--- config.mk ---
export PLATFORM = sky130hd
export DESIGN_NAME = jk_cmd_sequencer
export DESIGN_NICKNAME = d
export VERILOG_FILES = /design/src/rtl/jk_cmd_sequencer.sv
export SDC_FILE = /design/constraint.sdc
export NUM_CORES = 1
export LEC_CHECK = 0
export CAP_MARGIN = 20
export CORE_MARGIN = 3
export CORE_UTILIZATION = 35
export CTS_CLUSTER_SIZE = 10
export DETAILED_ROUTE_END_ITERATION = 16
export GPL_TIMING_DRIVEN = 1
export PLACE_DENSITY = 0.54
export SYNTH_ARGS = -nofsm -noshare
export SYNTH_HDL_FRONTEND = slang
export SYNTH_SLANG_ARGS = --single-unit
--- constraint.sdc ---
create_clock -name clk -period 3.5 [get_ports clk]
set_input_delay 0.875 -clock clk [delete_from_list [all_inputs] [get_ports clk]]
set_output_delay 0.875 -clock clk [all_outputs]
set_load 0.005 [all_outputs]
--- src/rtl/jk_cmd_sequencer.sv ---
// rtl/jk_cmd_sequencer.sv - buffers JK commands in a FIFO and replays each as a gap-free burst of {j,k,valid} beats
module jk_cmd_sequencer #(
  parameter int DEPTH = 4,
  parameter int CNT_W = 4
) (
  input  logic                     clk,
  input  logic                     reset,
  input  logic                     cmd_valid,
  output logic                     cmd_ready,
  input  logic [1:0]               cmd_op,
  input  logic [CNT_W-1:0]         cmd_rpt,
  input  logic                     abort,
  output logic                     j,
  output logic                     k,
  output logic                     valid,
  output logic                     busy,
  output logic [$clog2(DEPTH):0]   fifo_count
);

  localparam int AW = $clog2(DEPTH);
  localparam int EW = CNT_W + 2;
  localparam logic [AW:0]      FULL    = (AW+1)'(DEPTH);
  localparam logic [AW:0]      CNT_ONE = (AW+1)'(1);
  localparam logic [AW-1:0]    PTR_ONE = AW'(1);
  localparam logic [CNT_W-1:0] REM_ONE = CNT_W'(1);

  typedef enum logic {IDLE, ISSUE} state_t;

  state_t           state, state_n;
  logic [EW-1:0]    mem [DEPTH];
  logic [AW-1:0]    wr_ptr, rd_ptr;
  logic [AW:0]      count;
  logic [CNT_W-1:0] rem, rem_n;
  logic             j_n, k_n, valid_n;
  logic             push, pop;
  logic [EW-1:0]    head;

  assign head       = mem[rd_ptr];
  // A full FIFO refuses even when a pop happens the same cycle: no pass-through.
  assign cmd_ready  = !reset && !abort && (count != FULL);
  assign push       = cmd_valid && cmd_ready;
  assign busy       = (state == ISSUE) || (count != '0);
  assign fifo_count = count;

  always_comb begin
    state_n = state;
    j_n     = j;
    k_n     = k;
    valid_n = valid;
    rem_n   = rem;
    pop     = 1'b0;
    if (abort) begin
      state_n = IDLE;
      j_n     = 1'b0;
      k_n     = 1'b0;
      valid_n = 1'b0;
      rem_n   = '0;
    end else if (state == ISSUE && rem != '0) begin
      rem_n = rem - REM_ONE;
    end else if (count != '0) begin
      // Load the next head directly from IDLE or at the last beat of a burst (zero bubble).
      pop     = 1'b1;
      j_n     = head[EW-1];
      k_n     = head[EW-2];
      valid_n = 1'b1;
      rem_n   = head[CNT_W-1:0];
      state_n = ISSUE;
    end else begin
      j_n     = 1'b0;
      k_n     = 1'b0;
      valid_n = 1'b0;
      state_n = IDLE;
    end
  end

  always_ff @(posedge clk or posedge reset) begin
    if (reset) begin
      state <= IDLE;
      j     <= 1'b0;
      k     <= 1'b0;
      valid <= 1'b0;
      rem   <= '0;
    end else begin
      state <= state_n;
      j     <= j_n;
      k     <= k_n;
      valid <= valid_n;
      rem   <= rem_n;
    end
  end

  always_ff @(posedge clk or posedge reset) begin
    if (reset) begin
      wr_ptr <= '0;
      rd_ptr <= '0;
      count  <= '0;
    end else if (abort) begin
      wr_ptr <= '0;
      rd_ptr <= '0;
      count  <= '0;
    end else begin
      if (push) wr_ptr <= wr_ptr + PTR_ONE;
      if (pop)  rd_ptr <= rd_ptr + PTR_ONE;
      if (push && !pop)      count <= count + CNT_ONE;
      else if (!push && pop) count <= count - CNT_ONE;
    end
  end

  always_ff @(posedge clk) begin
    if (push) mem[wr_ptr] <= {cmd_op, cmd_rpt};
  end

endmodule

; Word-level counts from Yosys, hierarchy flattened
; Memories as Yosys holds them, arrays and structs flattened.
; Index checks and enable logic that the tools add are counted.
[word_totals]
mem_bits_rw = 24
regBits = 14
input_bits = 10
n_memories = 1
wordCells = 55
[memory_table]
columns = memory, words, word_bits, rd, rd_ports_with_merged_regs, wr, line
row1 = mem, 4, 6, 1, 0, 1, 30  ; logic [EW-1:0] mem [DEPTH];
[classes]
n_eq_ne = 2
add_sub_neg = 5
n_mux = 23
reduce_logical = 17
[ops]
columns = op, count
row1 = $mux W1, 13
row2 = $mux W4, 3
row3 = $mux W3, 3
row4 = $reduce_bool A3 Y1, 3
row5 = $mux W2, 4
row6 = $logic_and A1 B1 Y1, 6
row7 = $add A2 B1 Y2 const B, 2
row8 = $logic_not A1 Y1, 4
row9 = $reduce_bool A2 Y1, 2
row10 = $reduce_bool A4 Y1, 1
row11 = $sub A4 B1 Y4 const B, 1
row12 = $add A3 B1 Y3 const B, 1
row13 = $ne A3 B3 Y1 const B, 1
row14 = $sub A3 B1 Y3 const B, 1
row15 = $ne A2 B2 Y1 const B, 1
row16 = $logic_or A1 B1 Y1, 1

; Depth between registers and ports, before layout
[logic_depth]
word_depth = 9
mapped_depth = 10
depth_no_buf = 9

; Worst setup path before layout
; OpenSTA, ideal clock, no wires.
[synth_timing]
path_kind = input-to-reg
start = input port abort
end = register count[1], in the netlist fifo_count[1]
arrival_ns = 2.699
slack_ns = 0.732
setup_time_ns = 0.069
stages = 7
required_ns = 3.431
n_path_buf = 2
cell_sequence = buf_6 or3b_1 buf_6 nor3_1 fa_1 or4b_1 nand3_1
[synth_between]
elab_chain_len = 7
elab_cells_between_ends = 12
[synth_lines]
columns = element, line
row1 = from (decl), 12  ; input logic abort,
row2 = $logic_not A1 Y1, 40  ; assign cmd_ready = !reset && !abort && (count != FULL);
row3 = $logic_and A1 B1 Y1 (2 in series), 40
row4 = $logic_and A1 B1 Y1, 41  ; assign push = cmd_valid && cmd_ready;
row5 = $logic_and A1 B1 Y1 or $logic_not A1 Y1 (tied branches), "104, 105"
row6 = $mux W3 or $logic_and A1 B1 Y1 (tied branches), "104, 105"
row7 = $mux W3 or $reduce_bool A3 Y1 (tied branches), -
row8 = to (signal assigned), 104  ; if (push && !pop) count <= count + CNT_ONE;
row9 = to (signal assigned), 105  ; else if (!push && pop) count <= count - CNT_ONE;
row10 = to (decl), 32  ; logic [AW:0] count;
; Several ways; a longest one is shown, not always the timed one.
; A chain may end at the register's enable or synchronous reset.

; Worst setup path in the final report
[layout_timing]
start = input port abort
end = output port cmd_ready
[layout_between]
elab_chain_len = 3
[layout_lines]
columns = element, line
row1 = $logic_not A1 Y1, 40
row2 = $logic_and A1 B1 Y1 (2 in series), 40
row3 = to (decl), 9  ; output logic cmd_ready,
; No other way between the ends.

==> qor.yml <==
grt:
  grt_use_met3: 0.0367
  grt_pass1_wl_mm: 5.78
  grt.busiest_layer: "met2"
  overflow: 0
  antenna_found_initial: 0
  grt_start_max_net_pins: 18
  grt_pass1_vias: 1145
  grtUsageMet2: 0.188
  use_met1: 0.169
  grt_use_total: 0.124
clock_network:
  htreeDepth: 2
  cts_tree: "done"
  clockBufferDepth: 2
  cts_made_buffers: 5
  hold_buffers: 0
  ctsResizeCount: 0
  clock_latency_ps: 280
  numClockSinks: 38
  cts_root_buf: "clkbuf_8"
  postCtsSetupBuffers: 0
  cts.clk_slew.worst_paths_ps: 70
timing:
  relSlewSlack: 0.539
  setup_viol: 0
  rsz0062_at_grt: "false"
  finalHoldViolCount: 0
  fin_crit_ps: 2940
  max_freq_ghz: 0.341
  slew_violations: 0
  skew_ps: 6.52
  worstMarginPinSlew_ps: 689
  finalCritPeriodShare: 0.839
  fin_setup_tns_ps: 0
placed_design:
  dpl_cell_area_mm2: 0.00206
  hpwlAfterDp_mm: 2.41
  port-buffer-count: 17
  gp_congestion: 0.729
critical_path:
  cp.arrival_ps: 2060
  path_common_cell: "clkdlybuf4s50_1"
  critical-path-top-delay-family: "buffers and inverters"
  start_kind: "primary input"
  worst-setup-path-type: "primary input to primary output"
  cp_slowest_cell: "clkdlybuf4s50_1"
  endpoint_kind: "primary output"
  cp_max_fo: 3
  path_buf_inv: 2
  crit_chain: "clkdlybuf4s50_1 -> nor3_1 -> clkdlybuf4s50_1"
  slowest_delay_ps: 540
  cp.required_ps: 2620
floorplan:
  dieHeight_um: 78.4
  core-area_mm2: 0.00488
  io_pins: 18
  dieArea_mm2: 0.00614
  initial_core_util: 0.376
  die_width_um: 78.4
  num_rows: 25
hold_path:
  hold_path_class: "register to register"
drt:
  drtPass1Iterations: 4
  wl_per_cell_um: 15.9
  route.detailed.drc: 0
  vias_per_cell: 5.09
  drt_wl_total_mm: 3.47
  drtAntennaViolNets: 0
  drt-initial-drc-count: 69
  num_vias: 1110
logic_synthesis:
  synth_seq_cells: 38
  ys_warn_count: 0
  synthDistinctLibCells: 40
  ys.flop_type: "edfxtp_1"
  synthArstFlopShare: 0.368
  synth_enable_flop_cells: 24
  avgSynthCellArea_um2: 14.1
  synth_area_mm2: 0.00183
  synthCells: 130
  syn_nets: 147
  ys_seq_area_frac: 0.584
final_layout:
  nFillCells: 466
  layout_commonest_cell: "edfxtp_1"
  synthToLayoutAreaGrowth_pct: 17.9
  seqCellArea_mm2: 0.00107
  drive_gt1_frac: 0.126
  diodes: 0
  final_area_mm2: 0.00216
  multiInputGateArea_um2: 672
  fin_nets: 167
  layout_common_cells: "edfxtp_1 (24), clkdlybuf4s50_1 (17), dfrtp_1 (14)"
power_and_ir_drop:
  p_sw_frac: 0.332
  peakVddDrop_mv: 0.293
  power.total_mw: 1.61
  p_seq_frac: 0.391
  switching_power_mw: 0.535
  clkPwrFrac: 0.222
  p_leak_nw: 0.793
  intPower_mw: 1.08
  p_per_area_mw_per_mm2: 746
  power.share.combinational: 0.387
status:
  outcome: "finished clean"
flow_run:
  cap_violations: 0
-- cells by family after synthesis --
kind of cell               share of synthesized area
DFF                                            0.584
and+or+nand+nor                                0.127
AOI/OAI and AO/OA                             0.0764
buffers and inverters                         0.0498
muxes                                         0.0846
adders and majority gates                     0.0518
xor gates and xnor gates                      0.0266
-- registers in the layout, indices dropped and copies added (netlist names) --
name / flops
wr_ptr: 2
fifo_count: 3
state: 1
mem: 24
rem: 4
j: 1
k: 1
rd_ptr: 2
-- worst min-delay path: cells and delay by family, from the launching register on --
family	cells	cell delay, ps
flops	1	340
compound gates	1	80
simple gates	1	80
-- Yosys cell counts, types with 2 or more instances --
library cell	n	area, um^2
nor4_1	2	12.5
mux2i_1	2	20.0
inv_1	10	37.5
mux4_2	6	135
or3b_1	2	17.5
o21ai_0	4	20.0
and2_1	4	25.0
ha_1	6	75.1
nor2_1	9	33.8
a22oi_1	3	22.5
a21oi_1	6	30.0
xnor2_1	2	17.5
clkbuf_1	2	7.51
nand2_1	4	15.0
edfxtp_1	24	721
dfrtp_1	14	350
buf_6	3	33.8
nor3_1	5	25.0
-- stage by stage --
step,instances,util,setup slack [ps],hold slack [ps]
4_1_cts,218,0.443,562,563
3_5_place_dp,210,0.422,413,546
6_report,218,0.443,563,546
2_1_floorplan,130,-,732,528
3_3_place_gp,210,0.422,513,537
5_1_grt,218,0.443,522,595
-- power by group through the flow --
stage          clock network, mW  logic (mW)  registers, mW
2_1_floorplan                  0       0.471          0.601
3_3_place_gp                   0       0.615          0.639
3_5_place_dp                   0       0.627          0.643
4_1_cts                    0.373       0.631          0.633
5_1_grt                    0.392       0.698          0.644
6_report                   0.358       0.625          0.630
-- cell type report --
class	count	area share
Clock inverter	2	0.0156
Clock buffer	6	0.0335
Sequential cell	38	0.495
Timing Repair Buffer	20	0.0891
Multi-Input combinational cell	75	0.311
Inverter	10	0.0174
Tap cell	67	0.0388
-- worst paths after layout --
check	end	cells after the start	startpoint	slack, ps
max	cmd_ready	3	abort	560
min	k$_DFFE_PP0P_	2	k$_DFFE_PP0P_	550
max reg2reg	fifo_count[2]$_DFFE_PP0P_	9	rem[0]$_DFFE_PP0P_	900
min reg2reg	k$_DFFE_PP0P_	2	k$_DFFE_PP0P_	550
max in group asynchronous	rd_ptr[0]$_DFFE_PP0P_	2	reset	2120
min in group asynchronous	wr_ptr[1]$_DFFE_PP0P_	2	reset	1010
-- per-layer routing --
layer  part of all wire  wire length [um]
met5                  0                 0
met3              0.042               144
met1               0.46              1590
met2               0.50              1720
met4             0.0055                19
No activity file was read; power rests on OpenSTA's default activity.
